### config.mk
export PLATFORM = sky130hd
export DESIGN_NAME = axi8_lite_arbiter_flat
export DESIGN_NICKNAME = d
export VERILOG_FILES = /design/src/rtl/axi8_lite_arbiter_if.sv /design/src/rtl/axi8_lite_arbiter.sv /design/src/flat_wrapper.sv
export SDC_FILE = /design/constraint.sdc
export NUM_CORES = 1
export LEC_CHECK = 0
export ABC_AREA = 1
export BUFFER_PORTS_ARGS = -buffer_cell sky130_fd_sc_hd__buf_4
export CAP_MARGIN = 10
export CORE_ASPECT_RATIO = 0.6
export CORE_MARGIN = 3
export CORE_UTILIZATION = 35
export DETAILED_ROUTE_END_ITERATION = 10
export GPL_TIMING_DRIVEN = 0
export SETUP_SLACK_MARGIN = 0.15
export SLEW_MARGIN = 20
export SYNTH_ARGS = -nofsm -noshare
export SYNTH_HDL_FRONTEND = slang
export SYNTH_SLANG_ARGS = --single-unit
### constraint.sdc
create_clock -name clk -period 1.7 [get_ports clk]
set_clock_uncertainty 0.2 [all_clocks]
set_input_delay 0.17 -clock clk [delete_from_list [all_inputs] [get_ports clk]]
set_output_delay 0.17 -clock clk [all_outputs]
set_load 0.02 [all_outputs]
### src/rtl/axi8_lite_arbiter_if.sv
`default_nettype none
// ============================================================================
// Module      : axi8_lite_arbiter_if
// Description : AXI-lite bus bundle between the arbiter (master) and the
//               8-bit AXI-lite slave.
//               master modport: drives AW/W/AR valids, addresses, write data,
//                               strobe, and the B/R readys.
//               slave modport : drives the AW/W/AR readys, B/R valids and the
//                               read data m_rdata.
// Revision    : 1.0 - initial release
// ============================================================================
interface axi8_lite_arbiter_if #(
    parameter int ADDR_W = 1
);
    logic              awvalid;
    logic              awready;
    logic [ADDR_W-1:0] awaddr;
    logic              wvalid;
    logic              wready;
    logic [7:0]        wdata;
    logic              wstrb;
    logic              bvalid;
    logic              bready;
    logic              arvalid;
    logic              arready;
    logic [ADDR_W-1:0] araddr;
    logic              rvalid;
    logic              rready;
    logic [7:0]        m_rdata;

    modport master (
        output awvalid, awaddr, wvalid, wdata, wstrb, bready,
        output arvalid, araddr, rready,
        input  awready, wready, bvalid, arready, rvalid, m_rdata
    );

    modport slave (
        input  awvalid, awaddr, wvalid, wdata, wstrb, bready,
        input  arvalid, araddr, rready,
        output awready, wready, bvalid, arready, rvalid, m_rdata
    );
endinterface
`default_nettype wire

### src/rtl/axi8_lite_arbiter.sv
`default_nettype none
// ============================================================================
// Module      : axi8_lite_arbiter
// Description : Two-requester AXI-lite master. Round-robin arbitrates between
//               two level-request command sources, sequences AW/W/B or AR/R
//               handshakes on the shared slave, and returns read data or a
//               timeout error to the granted requester.
// Ports       : clk, rst             - clock, synchronous active-high reset
//               reqN/weN/addrN/wdataN - requester N command (sampled at grant)
//               doneN/errN           - one-cycle completion pulse / timeout flag
//               rdata                - read data, valid with done of a read
//               bus                  - AXI-lite master side of the slave bus
// Revision    : 1.0 - initial release
// ============================================================================
module axi8_lite_arbiter #(
    parameter int         ADDR_W      = 1,
    parameter logic [7:0] TIMEOUT_CYC = 8'd255
) (
    input  logic                clk,
    input  logic                rst,
    input  logic                req0,
    input  logic                req1,
    input  logic                we0,
    input  logic                we1,
    input  logic [ADDR_W-1:0]   addr0,
    input  logic [ADDR_W-1:0]   addr1,
    input  logic [7:0]          wdata0,
    input  logic [7:0]          wdata1,
    output logic                done0,
    output logic                done1,
    output logic                err0,
    output logic                err1,
    output logic [7:0]          rdata,
    axi8_lite_arbiter_if.master bus
);

    localparam logic [2:0] S_IDLE = 3'd0;
    localparam logic [2:0] S_WR   = 3'd1;
    localparam logic [2:0] S_WB   = 3'd2;
    localparam logic [2:0] S_RA   = 3'd3;
    localparam logic [2:0] S_RD   = 3'd4;
    localparam logic [2:0] S_DONE = 3'd5;

    logic [2:0]        r_state;
    logic              r_gnt;      // requester owning the current transaction
    logic              r_last;     // requester granted most recently
    logic [7:0]        r_cnt;
    logic [ADDR_W-1:0] r_addr;
    logic [7:0]        r_wdata;
    logic [7:0]        r_rdata;
    logic              r_awvalid;
    logic              r_wvalid;
    logic              r_wstrb;
    logic              r_bready;
    logic              r_arvalid;
    logic              r_rready;
    logic              r_done0;
    logic              r_done1;
    logic              r_err0;
    logic              r_err1;

    logic w_gnt;
    logic w_wr_done;
    logic w_progress;
    logic w_busy;
    logic w_abort;

    // With both requesting, the one not granted last wins.
    assign w_gnt = (req0 && req1) ? ~r_last : req1;

    // Both write handshakes complete once neither valid is still pending
    // after this edge.
    assign w_wr_done = ~(r_awvalid & ~bus.awready) & ~(r_wvalid & ~bus.wready);

    always_comb begin
        w_progress = 1'b0;
        case (r_state)
            S_WR:    w_progress = w_wr_done;
            S_WB:    w_progress = bus.bvalid;
            S_RA:    w_progress = bus.arready;
            S_RD:    w_progress = bus.rvalid;
            default: w_progress = 1'b0;
        endcase
    end

    assign w_busy  = (r_state == S_WR) || (r_state == S_WB) ||
                     (r_state == S_RA) || (r_state == S_RD);
    // A completing handshake takes precedence over a coincident timeout.
    assign w_abort = w_busy && !w_progress &&
                     (TIMEOUT_CYC != 8'd0) && (r_cnt == TIMEOUT_CYC);

    always_ff @(posedge clk) begin
        if (rst) begin
            r_state   <= S_IDLE;
            r_gnt     <= 1'b0;
            r_last    <= 1'b1;
            r_cnt     <= 8'd0;
            r_addr    <= '0;
            r_wdata   <= 8'd0;
            r_rdata   <= 8'd0;
            r_awvalid <= 1'b0;
            r_wvalid  <= 1'b0;
            r_wstrb   <= 1'b0;
            r_bready  <= 1'b0;
            r_arvalid <= 1'b0;
            r_rready  <= 1'b0;
            r_done0   <= 1'b0;
            r_done1   <= 1'b0;
            r_err0    <= 1'b0;
            r_err1    <= 1'b0;
        end else begin
            r_done0 <= 1'b0;
            r_done1 <= 1'b0;
            r_err0  <= 1'b0;
            r_err1  <= 1'b0;
            r_cnt   <= r_cnt + 8'd1;

            case (r_state)
                S_IDLE: begin
                    r_cnt <= 8'd0;
                    if (req0 || req1) begin
                        r_gnt   <= w_gnt;
                        r_addr  <= w_gnt ? addr1 : addr0;
                        r_wdata <= w_gnt ? wdata1 : wdata0;
                        if (w_gnt ? we1 : we0) begin
                            r_awvalid <= 1'b1;
                            r_wvalid  <= 1'b1;
                            r_wstrb   <= 1'b1;
                            r_state   <= S_WR;
                        end else begin
                            r_arvalid <= 1'b1;
                            r_state   <= S_RA;
                        end
                    end
                end
                S_WR: begin
                    if (r_awvalid && bus.awready) r_awvalid <= 1'b0;
                    if (r_wvalid && bus.wready) begin
                        r_wvalid <= 1'b0;
                        r_wstrb  <= 1'b0;
                    end
                    if (w_wr_done) begin
                        r_bready <= 1'b1;
                        r_cnt    <= 8'd0;
                        r_state  <= S_WB;
                    end
                end
                S_WB: begin
                    if (bus.bvalid) begin
                        r_bready <= 1'b0;
                        r_done0  <= ~r_gnt;
                        r_done1  <= r_gnt;
                        r_state  <= S_DONE;
                    end
                end
                S_RA: begin
                    if (bus.arready) begin
                        r_arvalid <= 1'b0;
                        r_rready  <= 1'b1;
                        r_cnt     <= 8'd0;
                        r_state   <= S_RD;
                    end
                end
                S_RD: begin
                    if (bus.rvalid) begin
                        r_rready <= 1'b0;
                        r_rdata  <= bus.m_rdata;
                        r_done0  <= ~r_gnt;
                        r_done1  <= r_gnt;
                        r_state  <= S_DONE;
                    end
                end
                S_DONE: begin
                    r_last  <= r_gnt;
                    r_state <= S_IDLE;
                end
                default: r_state <= S_IDLE;
            endcase

            // Error recovery: drop every valid/ready at once and finish with
            // an error, deliberately ignoring the AXI valid-hold rule.
            if (w_abort) begin
                r_awvalid <= 1'b0;
                r_wvalid  <= 1'b0;
                r_wstrb   <= 1'b0;
                r_bready  <= 1'b0;
                r_arvalid <= 1'b0;
                r_rready  <= 1'b0;
                r_done0   <= ~r_gnt;
                r_done1   <= r_gnt;
                r_err0    <= ~r_gnt;
                r_err1    <= r_gnt;
                r_state   <= S_DONE;
            end
        end
    end

    assign done0       = r_done0;
    assign done1       = r_done1;
    assign err0        = r_err0;
    assign err1        = r_err1;
    assign rdata       = r_rdata;
    assign bus.awvalid = r_awvalid;
    assign bus.awaddr  = r_addr;
    assign bus.wvalid  = r_wvalid;
    assign bus.wdata   = r_wdata;
    assign bus.wstrb   = r_wstrb;
    assign bus.bready  = r_bready;
    assign bus.arvalid = r_arvalid;
    assign bus.araddr  = r_addr;
    assign bus.rready  = r_rready;

endmodule
`default_nettype wire
### src/flat_wrapper.sv
// flat-port wrapper written by rule: the top's interface ports become plain ports
module axi8_lite_arbiter_flat 
#(
    parameter int         ADDR_W      = 1,
    parameter logic [7:0] TIMEOUT_CYC = 8'd255
)
  (clk, rst, req0, req1, we0, we1, addr0, addr1, wdata0, wdata1, done0, done1, err0, err1, rdata, bus_awvalid, bus_awaddr, bus_wvalid, bus_wdata, bus_wstrb, bus_bready, bus_arvalid, bus_araddr, bus_rready, bus_awready, bus_wready, bus_bvalid, bus_arready, bus_rvalid, bus_m_rdata);
  axi8_lite_arbiter_if #(.ADDR_W(ADDR_W)) bus_i ();
  input  logic clk;
  input  logic rst;
  input  logic req0;
  input  logic req1;
  input  logic we0;
  input  logic we1;
  input  logic [ADDR_W-1:0] addr0;
  input  logic [ADDR_W-1:0] addr1;
  input  logic [7:0] wdata0;
  input  logic [7:0] wdata1;
  output logic done0;
  output logic done1;
  output logic err0;
  output logic err1;
  output logic [7:0] rdata;
  output wire logic [$bits(bus_i.awvalid)-1:0] bus_awvalid;
  output wire logic [$bits(bus_i.awaddr)-1:0] bus_awaddr;
  output wire logic [$bits(bus_i.wvalid)-1:0] bus_wvalid;
  output wire logic [$bits(bus_i.wdata)-1:0] bus_wdata;
  output wire logic [$bits(bus_i.wstrb)-1:0] bus_wstrb;
  output wire logic [$bits(bus_i.bready)-1:0] bus_bready;
  output wire logic [$bits(bus_i.arvalid)-1:0] bus_arvalid;
  output wire logic [$bits(bus_i.araddr)-1:0] bus_araddr;
  output wire logic [$bits(bus_i.rready)-1:0] bus_rready;
  input wire logic [$bits(bus_i.awready)-1:0] bus_awready;
  input wire logic [$bits(bus_i.wready)-1:0] bus_wready;
  input wire logic [$bits(bus_i.bvalid)-1:0] bus_bvalid;
  input wire logic [$bits(bus_i.arready)-1:0] bus_arready;
  input wire logic [$bits(bus_i.rvalid)-1:0] bus_rvalid;
  input wire logic [$bits(bus_i.m_rdata)-1:0] bus_m_rdata;
  assign bus_awvalid = bus_i.awvalid;
  assign bus_awaddr = bus_i.awaddr;
  assign bus_wvalid = bus_i.wvalid;
  assign bus_wdata = bus_i.wdata;
  assign bus_wstrb = bus_i.wstrb;
  assign bus_bready = bus_i.bready;
  assign bus_arvalid = bus_i.arvalid;
  assign bus_araddr = bus_i.araddr;
  assign bus_rready = bus_i.rready;
  assign bus_i.awready = bus_awready;
  assign bus_i.wready = bus_wready;
  assign bus_i.bvalid = bus_bvalid;
  assign bus_i.arready = bus_arready;
  assign bus_i.rvalid = bus_rvalid;
  assign bus_i.m_rdata = bus_m_rdata;
  axi8_lite_arbiter #(.ADDR_W(ADDR_W), .TIMEOUT_CYC(TIMEOUT_CYC)) u_core (.clk(clk), .rst(rst), .req0(req0), .req1(req1), .we0(we0), .we1(we1), .addr0(addr0), .addr1(addr1), .wdata0(wdata0), .wdata1(wdata1), .done0(done0), .done1(done1), .err0(err0), .err1(err1), .rdata(rdata), .bus(bus_i));
endmodule
==> results of run 1 <==
-- what timing repair did --
| item | 4_1_cts | 5_1_grt |
|---|---|---|
| resized for setup | 12 | 47 |
| pin swaps | 3 | 10 |
| hold endpoints to repair | 18 | 0 |
| hold buffers | 29 | 0 |
| gates cloned | 0 | 2 |
| endpoints found under the setup margin | 23 | 24 |
| setup buffers | 3 | 3 |
-- power breakdown --
| group | switching, uW | leakage [uW] | internal (uW) |
|---|---|---|---|
| Combinational | 1110 | 0.000902 | 781 |
| Clock | 325 | 0.0000505 | 369 |
| Sequential | 190 | 0.000321 | 1140 |
-- flip-flops by register name, summed over array words and instances, names as in the netlist --
register,cells
u_core.bus.araddr,1
u_core.bus.arvalid,1
u_core.bus.awvalid,1
u_core.bus.bready,1
u_core.bus.rready,1
u_core.bus.wdata,8
u_core.bus.wvalid,1
u_core.done0,1
u_core.done1,1
u_core.err0,1
u_core.err1,1
u_core.r_cnt,8
u_core.r_gnt,1
u_core.r_last,1
u_core.r_state,3
u_core.rdata,8
-- stage by stage --
step                      setup slack (ns)  hold slack (ns)  TNS (ns)  std cells
after floorplan                     0.1522           0.1311         0        234
after global placement            -0.01470           0.2287  -0.04266        359
after detailed placement          -0.04444           0.2358   -0.2657        359
after CTS                           0.1618        0.0008396         0        399
after global routing                0.1079         0.008268         0        404
final                               0.1814        -0.001171         0        404
-- cells in the final DEF, fill, tap and decap left out, types with 3 or more instances in the layout --
cell	n
a21oi_1	10
a21oi_2	6
a31oi_1	9
buf_2	3
buf_4	70
clkbuf_8	7
clkinvlp_4	3
dfxtp_1	34
dfxtp_4	4
dlygate4sd3_1	29
inv_1	13
inv_4	3
nand2_1	52
nand2_4	4
nand3_1	20
nand3_2	8
nor2_1	13
nor2_2	3
nor2_4	6
nor3_1	4
o21ai_0	15
o21ai_1	4
-- worst max path at each step --
stage / start / slack, ns / endpoint / cells after the start
finish: u_core.r_state[0] / 0.18 / u_core.bus.araddr / 6
CTS: u_core.r_cnt[1] / 0.16 / u_core.bus.arvalid / 8
floorplan: u_core.r_cnt[0] / 0.15 / u_core.bus.arvalid / 8
detailed placement: u_core.r_cnt[0] / -0.04 / u_core.bus.arvalid / 8
global route: u_core.r_state[0] / 0.11 / u_core.bus.wvalid / 6
global placement: u_core.r_cnt[0] / -0.01 / u_core.bus.awvalid / 8
-- cell families (layout without fill, tap and decap cells) --
kind of cell | Yosys count | in the layout | synth area share [%]
adders and majority gates | 1 | 1 | 0.7198
buffers and inverters | 27 | 134 | 6.623
and+or+nand+nor | 118 | 118 | 31.46
xor gates and xnor gates | 3 | 3 | 1.512
DFF | 39 | 39 | 44.92
AOI/OAI and AO/OA | 46 | 46 | 14.76
-- Yosys cell counts, drive strengths merged (3+ instances only) --
cell type / n / area (um^2)
nor2: 22 / 102.6
clkbuf: 3 / 12.51
nor3: 4 / 20.02
o21ai: 20 / 103.9
buf: 6 / 35.03
a21oi: 16 / 87.59
dfxtp: 39 / 780.8
nand2: 59 / 241.5
a31oi: 9 / 56.30
inv: 16 / 60.06
nand3: 30 / 160.2
-- final cells by class --
class | instances | share of cell area, %
Buffer | 9 | 2.137
Clock inverter | 1 | 0.2564
Clock buffer | 7 | 3.291
Timing Repair inverter | 1 | 0.2564
Timing Repair Buffer | 98 | 27.52
Tap cell | 63 | 2.692
Inverter | 18 | 2.692
Sequential cell | 39 | 27.22
Multi-Input combinational cell | 168 | 33.93
-- critical path, delay by kind of cell (launching register included) --
family / cells / cell delay, ns
AO/OA/AOI/OAI: 2 / 0.29
flip-flops: 1 / 0.39
AND/OR/NAND/NOR: 3 / 0.43
buffers and inverters: 1 / 0.13
-- routing by layer --
layer | part of all wire, % | vias up
li1 | - | 993
met1 | 46 | 840
met2 | 45 | 72
met3 | 8.0 | 6
met4 | 1.2 | 0
met5 | 0 | -
==> run metrics, run 1 <==
DRT Pass-1 Iters 4; Core Util, Final 62.52%; number of DRC markers in iteration 0 69; crit-path most repeated cell nor2_4; DP Area 2282 um^2; end of the worst register-to-register path u_core.bus.araddr; Top FF cell, synth dfxtp_1; met2 usage around a quarter; WHS Path Cells 3; fill cell count between 400 and 500; max-cap violations 0; Post-Syn Area 1738 um^2; gr usage total 17.10%; slowest stage delay, CP 0.39 ns; CP Max Fanout 7; EDFF count, synth 0; crit-path cells nor2_4 -> nand2_4 -> nor2_4 -> buf_6 -> o21ai_1 -> a31oi_1; crit path DAT 1.52 ns; CP startpoint kind register; post-route cell area 2928 um^2; Worst Hold End u_core.bus.rready; # IOs 65; die height 60.59 um; CTS root buf clkbuf_8; CTS tree yes; worst endpoint required time 1.70 ns; unrepaired setup endpoints after global routing yes; violated checks hold timing; DRC errors left 0; IO Port Bufs 62; nets@finish around 380; CTS sink cnt 39; pwr dens approximately 1300 nW/um^2; minimum clock period 1.519 ns; worst skew pair latency approximately 0.28 ns; grt ovf 0; Cells after Synth 234; CTS Buffer Depth 2; Multi-input gate area 993.5 um^2; HP Class in2reg; Final setup violation count 0; Slew Viols, Final 0; most used routing layer met2; Synth Register Bits 39; DR vias/cell between 4 and 5; endpoint class of the critical path register; synth unique cells 28; GP Congestion 0.8668; ANT cells 0; largest net degree at the start of global routing 13; vias in the first global route 1678; register area around 800 um^2; fmax approximately 0.66 GHz; RR Startpoint u_core.r_state[0]; Ys Warns 0; Clock transition at path regs 0.08 ns; worst vdd ir roughly 800 uV; asr flop ratio synth 0%; wire per inst 12.97 um; status complete, but fails checks; Pleak approximately 0.0013 uW; worst slew pin tran between 0.4 and 0.5 ns; core area 4683 um^2; Reg2Reg Depth 6; CTS buffer count 5; DIE WIDTH 96.97 um; final wirelength 5240 um; Initial Util a little under two fifths; first-pass GRT wire length 7948 um; via count 1911; Total Die Area approximately 5900 um^2; met3 Use GR 5.970%; register area share after synthesis between 40% and 50%; CP Class reg2reg; H-tree depth 2; Final Cycle Share 89.33%; initial antenna violation count 0; final hold vios 1; slowest CP cell dfxtp_4; Pwr Total 3914 uW; hold wc startpoint bus_arready; DRT antenna net count 0; met1 Track Usage GR around 23%; Syn Nets 272; DP HPWL 3270 um; worst hold slack -0.001171 ns; Post-Syn Area per Cell between 7 and 8 um^2; Max-slew headroom between 60% and 70%; P&R area growth vs syn 68.47%; share of layout cells above drive strength 1 37.83%; Worst R2R Setup Slack 0.18 ns; row count 19
Power figures use the tool's default switching activity.
==> inputs of run 2 (changes only) <==
- CAP_MARGIN: 10 -> 20
- CTS_CLUSTER_DIAMETER: default -> 100
- RECOVER_POWER: default -> 50
==> run metrics, run 2 (synthesized netlist as in run 1, its figures left out) <==
status completed; most common cell after layout, fill and taps aside nand2_1; DRT Pass-1 Iters 4; unrepaired setup endpoints after global routing yes; worst skew pair latency 0.28 ns; pwr dens between 1000 and 1500 nW/um^2; largest net degree at the start of global routing 13; P&R area growth vs syn 62.42%; GP Congestion 0.8668; grt ovf 0; fmax 0.6636 GHz; H-tree depth 2; final wirelength roughly 5200 um; initial antenna violation count 0; worst hold slack ~0.00043 ns; worst slew pin tran 0.4560 ns; die height about 61 um; IO Port Bufs 62; Initial Util 37.11%; crit path DAT 1.51 ns; Max-slew headroom 69.60%; DR vias/cell around 4.7; vias in the first global route 1678; DRC errors left 0; share of layout cells above drive strength 1 29.33%; gr usage total roughly 17%; CP startpoint kind register; number of DRC markers in iteration 0 89; endpoint class of the critical path register; CTS tree yes; # IOs 65; CTS Buffer Depth 2; core area 4683 um^2; via count 1910; first-pass GRT wire length 7948 um; Clock transition at path regs 0.08 ns; Final setup violation count 0; CTS buffer count 5; max-cap violations 0; Pleak 0.001158 uW; minimum clock period 1.507 ns; HP Class in2reg; Pwr Total 3779 uW; Worst R2R Setup Slack about 0.19 ns; DRT antenna net count 0; wire per inst 12.99 um; Core Util, Final 60.27%; worst vdd ir 761.8 uV; worst endpoint required time 1.70 ns; final hold vios 0; fill cell count 450; Multi-input gate area slightly below 1000 um^2; total negative slack 0 ns; row count 19; Final Cycle Share 88.65%; CP Class reg2reg; CTS sink cnt 39; nets@finish 378; Total Die Area 5875 um^2; Slew Viols, Final 0; ANT cells 0; most frequent cells in the layout nand2_1, buf_4, dfxtp_1; CTS root buf clkbuf_8; CP Max Fanout 7; DP HPWL ~3300 um; register area around 800 um^2; DIE WIDTH 96.97 um
run 2: cell count changes in the layout (fill, tap and decap cells not counted):
cell / before / now
clkbuf_1: 2 / 30
nand2_2: 2 / 1
clkbuf_4: 1 / 2
buf_2: 3 / 2
nand2_1: 52 / 53
buf_4: 70 / 42
run 2: final cells by class:
type,instances,share of cell area (%)
plain buffers,9,2.172
clock buffers,7,3.413
clock inverters,1,0.2660
inverters,18,2.793
multi-input cells,168,35.11
flip-flops and latches,39,28.24
well taps,63,2.793
repair buffers,98,24.96
repair inverters,1,0.2660
run 2: path summary, 6_finish.rpt:
check / cells past startpoint / from / endpoint
setup / recovery: 6 / u_core.r_state[0] / u_core.bus.araddr
hold / removal: 3 / bus_arready / u_core.bus.rready
setup reg to reg: 6 / u_core.r_state[0] / u_core.bus.araddr
hold reg to reg: 1 / u_core.r_cnt[0] / u_core.r_cnt[0]
run 2: metrics by stage:
step	std cells	instance area, um^2	worst slack [ns]
after detailed placement	359	2282	-0.04444
after global routing	404	2823	0.1112
after CTS	399	2736	0.1618
final	404	2823	0.1930
after floorplan	234	1738	0.1522
after global placement	359	2282	-0.01470
run 2: per-layer routing:
| layer | global-route usage, % | up-vias | part of all wire [%] |
|---|---|---|---|
| met2 | 26.67 | 68 | 44 |
| met5 | 0 | - | 0 |
| li1 | - | 994 | - |
| met3 | 5.970 | 6 | 7.8 |
| met4 | 5.000 | 0 | 1.2 |
| met1 | 22.84 | 842 | 46 |
run 2: power by group:
group / internal [uW] / leakage [uW] / total, uW / switching, uW
clock network: 369 / 0.0000505 / 695 / 325
registers: 1140 / 0.000321 / 1320 / 182
logic: 658 / 0.000786 / 1760 / 1110
run 2: timing repair:
item | CTS | global route
setup endpoints to repair | 23 | 24
endpoints found under the hold margin | 18 | 0
gates cloned | 0 | 2
pin swaps | 3 | 10
hold buffers | 29 | 0
setup buffers | 3 | 3
gates resized for setup | 12 | 47
run 2: worst max-delay path, stage by stage (launching register included):
cell	delay [ns]
dfxtp_4	0.39
nor2_4	0.19
nand2_4	0.10
nor2_4	0.12
buf_6	0.13
o21ai_1	0.07
a31oi_1	0.22
==> inputs of run 3 (changes only) <==
- ABC_AREA: 1 -> default
==> run metrics, run 3 <==
largest net degree at the start of global routing 13; end of the worst register-to-register path u_core.r_state[1]; CTS sink cnt 39; worst vdd ir 668.9 uV; via count 1662; sw frac 36.54%; post-synthesis adder-cell area fraction 0.7117%; first-pass GRT wire length 7486 um; Cells after Synth 190; cell taking the most area after synthesis dfxtp_1; Post-Syn Area per Cell 9.252 um^2; Final setup violation count 7; P&R area growth vs syn 55.52%; max-cap violations 0; multiplexer share of the synthesized area 11.67%; gr usage total 15.62%; synth unique cells 42; status complete, but fails checks; initial antenna violation count 0; DIE WIDTH 97.50 um; CP Max Fanout 9; die height 60.90 um; final wirelength 4622 um; GP Congestion 0.8339; ANT cells 0; endpoint class of the critical path register; Initial Util 37.35%; final hold vios 0; IO Port Bufs 63; asr flop ratio synth 0%; DRT antenna net count 0; Total Die Area 5937 um^2; Final Cycle Share 104.7%; CTS buffer count 5; post-synthesis simple-gate area fraction 18.86%; Net Sw Power 1579 uW; RR Startpoint u_core.r_state[0]; Post-Syn Area roughly 1800 um^2; post-synthesis compound-gate area fraction 16.37%; Synth Register Bits 39; violated checks setup timing; Slew Viols, Final 0; xor/xnor share of the synthesized area between 2 and 3%; DRC errors left 0; nets@finish 322; most frequent cells in the layout buf_4, dfxtp_1, nor2_1; Clock transition at path regs 0.08 ns; CP startpoint kind register; post-route cell area 2734 um^2; DP Area 2376 um^2; unrepaired setup endpoints after global routing yes; worst hold slack 0.02817 ns; most common cell after layout, fill and taps aside buf_4; worst skew pair latency between 0.2 and 0.3 ns; fmax 0.5618 GHz; pwr dens between 1500 and 2000 nW/um^2; Clock Power Share 20.8%; Seq pwr share 29.7%; number of DRC markers in iteration 0 47; Ys Warns 0; worst slew pin tran 0.5718 ns; WHS Path Cells 3; DR vias/cell approximately 4.8; crit path DAT 1.80 ns; top cells by area, synth dfxtp_1, mux2i_1, nor2_1; hold wc startpoint wdata0[3]; Top FF cell, synth dfxtp_1; DP HPWL 3263 um; HP Class in2reg; H-tree depth 2; Worst Hold End u_core.bus.wdata[3]; fill cell count approximately 440; CP Class reg2reg; row count 19; largest family of logic cells by synthesized area simple AND/OR/NAND/NOR gates; register area share after synthesis 44.41%; grt ovf 0; minimum clock period 1.780 ns; share of layout cells above drive strength 1 36.14%; CTS tree yes; EDFF count, synth 0; CTS Buffer Depth 2; # IOs 65; Syn Nets 228; Comb power frac 49.5%; wire per inst 13.28 um; core area 4707 um^2; Max-slew headroom 61.88%; Synth top area share between 40 and 50%; CTS root buf clkbuf_8; Pint 2742 uW; Reg2Reg Depth 6; worst path setup slack after routing -0.07991 ns; Pleak 0.001081 uW; DRT Pass-1 Iters 4; vias in the first global route 1497; worst endpoint required time 1.72 ns; commonest cells in the netlist dfxtp_1, nor2_1, mux2i_1; top-count cell post-synth dfxtp_1; Worst R2R Setup Slack -0.08 ns
run 3: cell types whose count changed after synthesis, sizes merged, moves of 4 or more:
cell    change
mux2i      +19
nand2b      +6
inv        -12
a211oi     +10
a31oi       -8
nand2      -53
nor2       +10
o21ai      -14
buf         +4
nand3      -28
run 3: repair_timing:
item,CTS,global route
setup buffers,9,4
endpoints found under the hold margin,10,0
pin swaps,10,4
hold buffers,10,0
cloned,1,0
gates resized for setup,21,8
endpoints found under the setup margin,38,38
run 3: cells by family (layout without fill, tap and decap cells):
logic type                 after synthesis  in the layout
AOI/OAI and AO/OA                       41             41
xor gates and xnor gates                 6              6
adders and majority gates                1              1
buffers and inverters                   17            112
DFF                                     39             39
muxes                                   20             20
and+or+nand+nor                         66             66
run 3: layout make-up:
type	instances	area (um^2)	share of cell area, %
clock buffers	6	72.57	2.654
well taps	63	78.83	2.883
inverters	4	15.01	0.5492
multi-input cells	134	987.2	36.11
clock inverters	2	60.06	2.197
repair buffers	87	615.6	22.52
flip-flops and latches	39	792.0	28.97
plain buffers	13	112.6	4.119
run 3: critical path, stage by stage, from the launching register on:
cell,delay (ns)
dfxtp_1,0.31
buf_6,0.13
or4_4,0.43
a21oi_4,0.17
a2111oi_4,0.08
mux2_4,0.33
nor2_2,0.07
run 3: per-stage QoR:
stage,std cells,util [%],TNS (ns),worst slack (ns),power [uW]
global route,348,58.08,-1.512,-0.1514,4610
finish,348,58.08,-0.3541,-0.07991,4320
detailed placement,316,50.48,-2.032,-0.2081,3082
CTS,344,58.51,-0.2801,-0.07410,4286
floorplan,190,-,-0.03169,-0.01060,2525
global placement,316,50.48,-2.009,-0.2072,3083
run 3: worst max-delay path by stage:
stage                      start            endpoint  cells past startpoint
3_5_place_dp     u_core.r_cnt[0]  u_core.bus.arvalid                      6
6_report       u_core.r_state[0]   u_core.r_state[1]                      6
5_1_grt        u_core.r_state[0]  u_core.bus.awvalid                      6
4_1_cts        u_core.r_state[0]   u_core.r_state[1]                      6
2_1_floorplan    u_core.r_cnt[1]  u_core.bus.arvalid                      6
3_3_place_gp     u_core.r_cnt[0]  u_core.bus.arvalid                      6
run 3: per-layer routing:
| metal | vias to the layer above | part of all wire (%) | GRT usage, % |
|---|---|---|---|
| li1 | 851 | - | - |
| met1 | 750 | 52 | 23.90 |
| met2 | 61 | 40 | 21.71 |
| met3 | 0 | 7.6 | 5.396 |
| met4 | 0 | 0 | 1.183 |
| met5 | - | 0 | 0 |
run 3: power by group through the flow:
stage | Sequential (uW) | Combinational (uW) | Clock, uW
detailed placement | 1280 | 1800 | 0
global route | 1310 | 2330 | 966
finish | 1280 | 2140 | 900
floorplan | 1450 | 1080 | 0
CTS | 1280 | 2080 | 924
global placement | 1280 | 1800 | 0
